===== src/rtl/alu_op_dispatch_if.sv =====
// Handshake and ALU-control bundle between the upstream requester, the dispatch
// buffer and the ALU.
interface alu_op_dispatch_if;
  logic        in_valid;
  logic        in_ready;
  logic [3:0]  in_funct;
  logic [31:0] in_src1;
  logic [31:0] in_src2;
  logic        out_valid;
  logic        out_ready;
  logic [31:0] aluSrc1;
  logic [31:0] aluSrc2;
  logic        invertA;
  logic        invertB;
  logic [1:0]  operation;

  modport slave (
    input  in_valid, in_funct, in_src1, in_src2, out_ready,
    output in_ready, out_valid, aluSrc1, aluSrc2, invertA, invertB, operation
  );

  modport master (
    output in_valid, in_funct, in_src1, in_src2, out_ready,
    input  in_ready, out_valid, aluSrc1, aluSrc2, invertA, invertB, operation
  );
endinterface


===== src/rtl/alu_op_dispatch.sv =====
// Decodes ALU funct codes at acceptance and buffers the resulting operand/control
// entries in a 2-entry FIFO presented to the ALU; flags undefined functs stickily.
module alu_op_dispatch #(
  parameter int unsigned DEPTH = 2
) (
  input  logic               clk,
  input  logic               rst_n,
  alu_op_dispatch_if.slave   bus,
  output logic               illegal,
  output logic [7:0]         issued_cnt
);

  typedef struct packed {
    logic [31:0] src1;
    logic [31:0] src2;
    logic        inv_a;
    logic        inv_b;
    logic [1:0]  op;
  } entry_t;

  entry_t      mem_q [DEPTH];
  logic        wr_ptr_q, rd_ptr_q;
  logic [1:0]  count_q, count_d;
  logic        illegal_q, illegal_d;
  logic [7:0]  issued_q, issued_d;

  logic        dec_legal, dec_inv_a, dec_inv_b;
  logic [1:0]  dec_op;
  logic        accept, push, pop;
  entry_t      head;

  always_comb begin
    dec_legal = 1'b1;
    dec_inv_a = 1'b0;
    dec_inv_b = 1'b0;
    dec_op    = 2'b00;
    case (bus.in_funct)
      4'b0000: dec_op = 2'b00;
      4'b0001: dec_op = 2'b01;
      4'b0010: dec_op = 2'b10;
      4'b0110: begin dec_inv_b = 1'b1; dec_op = 2'b10; end
      4'b0111: begin dec_inv_b = 1'b1; dec_op = 2'b11; end
      4'b1100: begin dec_inv_a = 1'b1; dec_inv_b = 1'b1; dec_op = 2'b00; end
      default: dec_legal = 1'b0;
    endcase
  end

  // Readiness depends only on occupancy, never on out_ready.
  assign bus.in_ready  = (count_q != 2'd2);
  assign bus.out_valid = (count_q != 2'd0);

  assign accept = bus.in_valid & bus.in_ready;
  assign push   = accept & dec_legal;
  assign pop    = bus.out_valid & bus.out_ready;

  always_comb begin
    count_d   = count_q;
    illegal_d = illegal_q | (accept & ~dec_legal);
    issued_d  = issued_q;
    if (push && !pop) begin
      count_d = count_q + 2'd1;
    end else if (pop && !push) begin
      count_d = count_q - 2'd1;
    end
    if (pop && (issued_q != 8'hff)) begin
      issued_d = issued_q + 8'd1;
    end
  end

  always_ff @(posedge clk or negedge rst_n) begin
    if (!rst_n) begin
      mem_q[0]  <= '0;
      mem_q[1]  <= '0;
      wr_ptr_q  <= 1'b0;
      rd_ptr_q  <= 1'b0;
      count_q   <= 2'd0;
      illegal_q <= 1'b0;
      issued_q  <= 8'd0;
    end else begin
      if (push) begin
        mem_q[wr_ptr_q] <= '{src1: bus.in_src1, src2: bus.in_src2,
                             inv_a: dec_inv_a, inv_b: dec_inv_b, op: dec_op};
        wr_ptr_q        <= ~wr_ptr_q;
      end
      if (pop) begin
        rd_ptr_q <= ~rd_ptr_q;
      end
      count_q   <= count_d;
      illegal_q <= illegal_d;
      issued_q  <= issued_d;
    end
  end

  // Fields read as zero whenever the buffer is empty, including during reset.
  assign head          = bus.out_valid ? mem_q[rd_ptr_q] : '0;
  assign bus.aluSrc1   = head.src1;
  assign bus.aluSrc2   = head.src2;
  assign bus.invertA   = head.inv_a;
  assign bus.invertB   = head.inv_b;
  assign bus.operation = head.op;

  assign illegal    = illegal_q;
  assign issued_cnt = issued_q;

endmodule


===== src/flat_wrapper.sv =====
// flat-port wrapper written by rule: the top's interface ports become plain ports
module alu_op_dispatch_flat 
#(
  parameter int unsigned DEPTH = 2
)
  (clk, rst_n, illegal, issued_cnt, bus_in_valid, bus_in_funct, bus_in_src1, bus_in_src2, bus_out_ready, bus_in_ready, bus_out_valid, bus_aluSrc1, bus_aluSrc2, bus_invertA, bus_invertB, bus_operation);
  alu_op_dispatch_if bus_i ();
  input  logic clk;
  input  logic rst_n;
  output logic illegal;
  output logic [7:0] issued_cnt;
  input wire logic [$bits(bus_i.in_valid)-1:0] bus_in_valid;
  input wire logic [$bits(bus_i.in_funct)-1:0] bus_in_funct;
  input wire logic [$bits(bus_i.in_src1)-1:0] bus_in_src1;
  input wire logic [$bits(bus_i.in_src2)-1:0] bus_in_src2;
  input wire logic [$bits(bus_i.out_ready)-1:0] bus_out_ready;
  output wire logic [$bits(bus_i.in_ready)-1:0] bus_in_ready;
  output wire logic [$bits(bus_i.out_valid)-1:0] bus_out_valid;
  output wire logic [$bits(bus_i.aluSrc1)-1:0] bus_aluSrc1;
  output wire logic [$bits(bus_i.aluSrc2)-1:0] bus_aluSrc2;
  output wire logic [$bits(bus_i.invertA)-1:0] bus_invertA;
  output wire logic [$bits(bus_i.invertB)-1:0] bus_invertB;
  output wire logic [$bits(bus_i.operation)-1:0] bus_operation;
  assign bus_i.in_valid = bus_in_valid;
  assign bus_i.in_funct = bus_in_funct;
  assign bus_i.in_src1 = bus_in_src1;
  assign bus_i.in_src2 = bus_in_src2;
  assign bus_i.out_ready = bus_out_ready;
  assign bus_in_ready = bus_i.in_ready;
  assign bus_out_valid = bus_i.out_valid;
  assign bus_aluSrc1 = bus_i.aluSrc1;
  assign bus_aluSrc2 = bus_i.aluSrc2;
  assign bus_invertA = bus_i.invertA;
  assign bus_invertB = bus_i.invertB;
  assign bus_operation = bus_i.operation;
  alu_op_dispatch #(.DEPTH(DEPTH)) u_core (.clk(clk), .rst_n(rst_n), .bus(bus_i), .illegal(illegal), .issued_cnt(issued_cnt));
endmodule

===== config.mk =====
export PLATFORM = sky130hd
export DESIGN_NAME = alu_op_dispatch_flat
export DESIGN_NICKNAME = d
export VERILOG_FILES = /design/src/rtl/alu_op_dispatch_if.sv /design/src/rtl/alu_op_dispatch.sv /design/src/flat_wrapper.sv
export SDC_FILE = /design/constraint.sdc
export NUM_CORES = 1
export LEC_CHECK = 0
export CAP_MARGIN = 20
export CORE_AREA = 2 2 142 144
export CTS_BUF_LIST = sky130_fd_sc_hd__clkbuf_16
export CTS_CLUSTER_SIZE = 10
export DETAILED_ROUTE_END_ITERATION = 8
export DIE_AREA = 0 0 144 146
export GPL_TIMING_DRIVEN = 1
export SLEW_MARGIN = 20
export SYNTH_ARGS = -nofsm -noshare
export SYNTH_HDL_FRONTEND = slang
export SYNTH_SLANG_ARGS = --single-unit

===== constraint.sdc =====
create_clock -name clk -period 2.4 [get_ports clk]
set_input_delay 0.24 -clock clk [delete_from_list [all_inputs] [get_ports clk]]
set_output_delay 0.24 -clock clk [all_outputs]
set_load 0.01 [all_outputs]

-- Word-level counts from Yosys, hierarchy flattened
Cells that the tools add are included.
- $add $sub $neg: 3
- $mul: 0
- divide/modulo/power cells: 0
- $lt $le $gt $ge: 3
- eq/ne operators: 7
- shifts and indexed selects: 0
- multiplexer cells: 13
- bitwise gates (word level): 10
- reduce and logical (&&, ||, !) cells: 12
- operators by type and width (operator ; number):
    $mux 68 ; 5
    $bwmux 136 ; 1
    $demux 68 s1 ; 1
    $add 8x1->8 const B ; 1
    $eq 4x3->1 const B ; 2
    $ne 8x8->1 const B ; 1
    $pmux 2 s3 ; 1
    $reduce_or 6->1 ; 1
    $and 1x1->1 ; 4
    $eq 4x1->1 const B ; 1
    $eq 4x2->1 const B ; 1
    $eq 4x4->1 const B ; 1
    $ge 2x2->1 const B ; 2
    $logic_and 1x1->1 ; 4
    $logic_not 4->1 ; 1
    $mux 2 ; 2
    $not 1->2 ; 2
    $reduce_bool 2->1 ; 2
    $mux 1 ; 3
    $not 1->1 ; 3
    $reduce_or 3->1 ; 1
    $add 2x1->2 const B ; 1
    $logic_not 1->1 ; 2
    $lt 2x1->1 const B ; 1
    other kinds (4) ; 4
- bits in registers: 149
- latch bits: 0
- bits in writable memories: 0
- bits in read-only memories: 0
- output and inout bits: 79
- memories kept: 0

-- Longest topological paths before layout
Gate-level depths: netlist of the first run.
- depth in word-level cells: 8
- mapped depth: 7
- gate-level depth less buffers: 7

-- Worst setup path before layout of the first run
No wires, ideal clock.
- kind: register -> register
- from: reg u_core.issued_q[0], in the netlist u_core.issued_cnt[0]
- to: reg u_core.issued_q[1], in the netlist u_core.issued_cnt[1]
- library setup time: 125 ps
- data arrival time: 1685 ps
- slack: 590 ps
- cell stages (with the launch flop): 5
- path buffers: 0
- clock period less this slack: 1810 ps
- cells stage by stage: dfrtp_1 > ha_1 > and3_1 > a31oi_1 > mux2_2
- longest elaborated chain between the ends: 2
- elaborated cells between the ends (all ways): 3
- ends and longest elaborated chain (item ; RTL line ; text):
    start: declaration ; alu_op_dispatch.sv:25 ; logic [7:0] issued_q, issued_d;
    start signal: assignment ; alu_op_dispatch.sv:90 ; issued_q <= issued_d;
    branches (longest 2 deep; another with $add 8x1->8) ; -- ;
Several ways; the timed one is not identified.
A chain may end at the register's enable or synchronous reset.

-- Worst setup path after layout of the first run
- from: reg u_core.rd_ptr_q
- to: out bus_invertA
- longest elaborated chain between the ends: 5
- ends and longest elaborated chain (item ; RTL line ; text):
    start: declaration ; alu_op_dispatch.sv:22 ; logic wr_ptr_q, rd_ptr_q;
    start signal: assignment ; alu_op_dispatch.sv:86 ; rd_ptr_q <= ~rd_ptr_q;
    $not 1->2 (implied by the code) ; alu_op_dispatch.sv:95 ; assign head = bus.out_valid ? mem_q[rd_ptr_q] : '0;
    $mux 68 (implied by the code) (3 in a row) ; alu_op_dispatch.sv:95 ;
    $mux 68 ; alu_op_dispatch.sv:95 ;
    end: declaration ; flat_wrapper.sv:21 ; output wire logic [$bits(bus_i.invertA)-1:0] bus_invertA;
Every way passes these cells. The select of a mux whose other input is x is not followed.

==> metrics.md, run 1 <==
| Metric | Value |
|---|---|
| Worst R2R End | `u_core.mem_q[43]` |
| Number of sinks handled by clock tree synthesis | `149` |
| Vert. Die Dim | `146 µm` |
| Via count normalized by instance count | `4.726` |
| Remaining global-route overflow | `0` |
| Vias | `4433` |
| Wire length of the first global-routing pass | `25.47 mm` |
| Die Wd | `144 µm` |
| Launching element type of the critical path | `flip-flop` |
| Floorplan core area | `19330 µm²` |
| Reg-to-Reg Start | `u_core.count_q[0]` |
| Post-Route Setup TNS | `0 ps` |
| Initial antenna violation count | `0` |
| Synth area leaders | `sky130_fd_sc_hd__dfrtp_1 56%, sky130_fd_sc_hd__mux2_2 22%, sky130_fd_sc_hd__mux2i_1 10%` |
| N_diodes | `0` |
| Placer's final routability congestion estimate | `0.7599` |
| Initial Util | `0.3469` |
| Mapped Cells | `502` |
| Number of max-slew violations in the final report | `0` |
| Synthesized-area fraction occupied by xor and xnor cells | `0.01697` |
| Clock root buffer | `sky130_fd_sc_hd__clkbuf_16` |
| Worst setup slack for register-to-register paths | `430 ps` |
| Worst EP required | `2160 ps` |
| Capturing element type of the critical path | `output port` |
| Total number of H-tree levels | `4` |
| Placement row count | `51` |
| Share of post-route cells with drive strength above 1 | `0.2719` |
| Combinational family with the most area after synthesis | `multiplexers` |
| Drt first-iter violations | `104` |
| Reg2Reg Depth | `5` |
| Post-Syn Area per Cell | `13.36 µm²` |
| Number of failing hold endpoints at the final stage | `0` |
| Post-synth EDFFs | `0` |
| Number of buffers added by the clock tree synthesis step | `17` |
| Upper clock frequency limit | `440.8 MHz` |
| Vias in the first global route | `4937` |
| Largest vdd supply drop | `583.7 µV` |
| Highest metal layer used by the detailed router | `met4` |
| WL final | `15.41 mm` |
| Count of port buffers added during placement | `150` |
| Fraction of synthesized area in multiplexers | `0.3248` |
| Final period util | `0.9452` |
| Skew final | `4.959 ps` |
| Share of synthesized area occupied by flip-flops and latches | `0.5559` |
| Half-perimeter wire length after detailed placement | `10.47 mm` |
| Summed instance area of the synthesized netlist | `6708 µm²` |
| Leakage | `3.982 nW` |
| Ratio of total power to cell area | `1411 nW/µm²` |
| Worst-case headroom to the max-slew limit | `0.5644` |
| Final setup violation count | `0` |
| Number of warnings reported in the yosys synthesis log | `0` |
| Overall track demand over capacity in global routing | `0.1552` |
| Per-cell routed wire length | `16.42 µm` |
| Arrival @ worst endpoint | `2030 ps` |
| Count of max-cap constraint violations | `0` |
| Synthesized flop and latch total | `149` |
| Synthesis-to-finish area growth | `36.73%` |
| Hold WC Path Type | `in -> async` |
| M1 WL | `6.827 mm` |
| Number of detailed-route iterations in the first pass | `4` |
| Count of different cell masters after synthesis | `30` |
| TritonCTS clock tree | `built` |
| Start-to-end type of the worst setup path | `reg -> out` |
| Post-detailed-route count of antenna-violating nets | `0` |
| Net count after synthesis | `576` |
| Area fraction in compound gates after synthesis | `0.01138` |
| Routed wl met2 | `7.544 mm` |
| Deepest clock path buffer count | `2` |
| Crit path time final | `2269 ps` |
| Number of nets in the final layout | `736` |
| List of most frequent post-synthesis cells | `149 x sky130_fd_sc_hd__dfrtp_1, 132 x sky130_fd_sc_hd__mux2_2, 71 x sky130_fd_sc_hd__nor2_1, 68 x sky130_fd_sc_hd__mux2i_1` |
| Most frequent cell after synthesis | `sky130_fd_sc_hd__dfrtp_1` |
| Clock-pin slew on the worst setup and hold paths | `60 ps` |
| Clock latency on the worst-skew pair | `410 ps` |
| Top FF cell, synth | `sky130_fd_sc_hd__dfrtp_1` |
| IO Pins | `151` |
| Unrepaired setup endpoints after global routing | `false` |
| Maximum number of pins on one net before global-route repair | `62` |
| Post-Synth Adder-Cell Area | `0.003731` |
| Synth top area share | `0.5559` |
| Largest area contributor in the netlist | `sky130_fd_sc_hd__dfrtp_1` |
| Outcome | `completed` |
| Share of synthesized flip-flops with an asynchronous set or reset | `1.000` |
| Die Footprint | `21020 µm²` |
| Finished Core Util | `0.4743` |
| Simple-gate portion of the synthesized area | `0.05857` |
| Transition time at the pin with the least slew margin | `646.6 ps` |
| Remaining DRCs | `0` |
| CP max FO | `7` |
| Met3 routed WL | `772 µm` |
[worst max-delay path by stage]
stage	depth (start not counted)	to	start
2_1_floorplan	4	u_core.issued_cnt[1]	u_core.issued_cnt[0]
3_3_place_gp	7	u_core.mem_q[24]	bus_in_funct[0]
3_5_place_dp	7	u_core.mem_q[43]	bus_in_funct[0]
4_1_cts	4	bus_invertA	u_core.rd_ptr_q
5_1_grt	4	bus_aluSrc1[15]	u_core.rd_ptr_q
6_report	4	bus_invertA	u_core.rd_ptr_q
[layout by cell type (no fill, tap or decap), drive strengths merged, types with 2 or more instances in the layout]
cell type      count
xor2               3
buf               20
o22ai              2
xnor2             10
clkinvlp           2
mux2i             68
clkdlybuf4s50    149
and3               4
o32ai              2
mux2             133
nand2              4
nor2              71
clkinv             8
nand2b             2
clkbuf            17
o21ai              2
ha                 2
inv                9
nor3               3
dfrtp            149
nand4              3
[per-layer routing]
metal | vias up | global-route usage
met1 | 2248 | 0.1927
met5 | - | 0
met2 | 99 | 0.2595
li1 | 2064 | -
met3 | 22 | 0.03916
met4 | 0 | 0.05833
[repair_timing]
item	in CTS	in global routing
hold buffers	1	0
buffers inserted	2	0
resized for setup	0	0
setup endpoints to repair	8	0
hold endpoints to repair	58	0
[state kept, by name, summed over array words and instances (netlist names)]
signal	count
u_core.count_q	2
u_core.illegal	1
u_core.issued_cnt	8
u_core.mem_q	136
u_core.rd_ptr_q	1
u_core.wr_ptr_q	1
[worst max-delay path: stages (launching register included)]
cell	delay, ps
sky130_fd_sc_hd__dfrtp_4	560
sky130_fd_sc_hd__buf_4	190
sky130_fd_sc_hd__mux2i_1	120
sky130_fd_sc_hd__nor2_1	170
sky130_fd_sc_hd__clkdlybuf4s50_1	590
[through the flow]
| step | std cells | hold slack (ps) | total power, mW | cell area (µm²) | worst slack [ps] |
|---|---|---|---|---|---|
| floorplan | 502 | -55.59 | 7.683 | 6708 | 590.3 |
| global placement | 905 | 248.8 | 10.47 | 8627 | 120.9 |
| detailed placement | 905 | 262.3 | 10.67 | 8627 | 59.85 |
| CTS | 938 | 392.0 | 13.16 | 9171 | 84.11 |
| global route | 938 | 414.9 | 13.85 | 9171 | 23.10 |
| finish | 938 | 371.7 | 12.94 | 9171 | 131.4 |
[power by group]
part,switching (mW),internal (mW),leakage [nW]
logic,2.53,3.57,1.93
registers,0.692,3.76,1.79
clock network,0.996,1.39,0.258
[logic make-up (layout without fill, tap and decap cells)]
logic type | count (synthesis) | count (layout)
AOI/OAI and AO/OA | 10 | 10
adders and majority gates | 2 | 2
and+or+nand+nor | 91 | 91
buffers and inverters | 36 | 207
DFF | 149 | 149
muxes | 201 | 201
xor gates and xnor gates | 13 | 13
[cell type report]
cell class                 count  area [µm²]
fill                        1763       10160
sequential                   149        3732
multi-input combinational    317        2806
timing repair buffer         170        1755
clock buffer                  17       425.4
tap                          265       331.6
clock inverter                13       93.84
inverter                       7       26.28
Power figures use the tool's default switching activity.
==> run 2, diff against run 1 <==
Settings changed: CTS_CLUSTER_DIAMETER from default to 50, SLEW_MARGIN 20 to 0.
==> results of run 2 <==
The final DEF is identical to that of run 1; final timing and power are the same.
==> run 3, diff against run 2 <==
Settings changed: SKIP_LAST_GASP from default to 1.
==> results of run 3 <==
The final DEF is identical to that of run 1; final timing and power are the same.
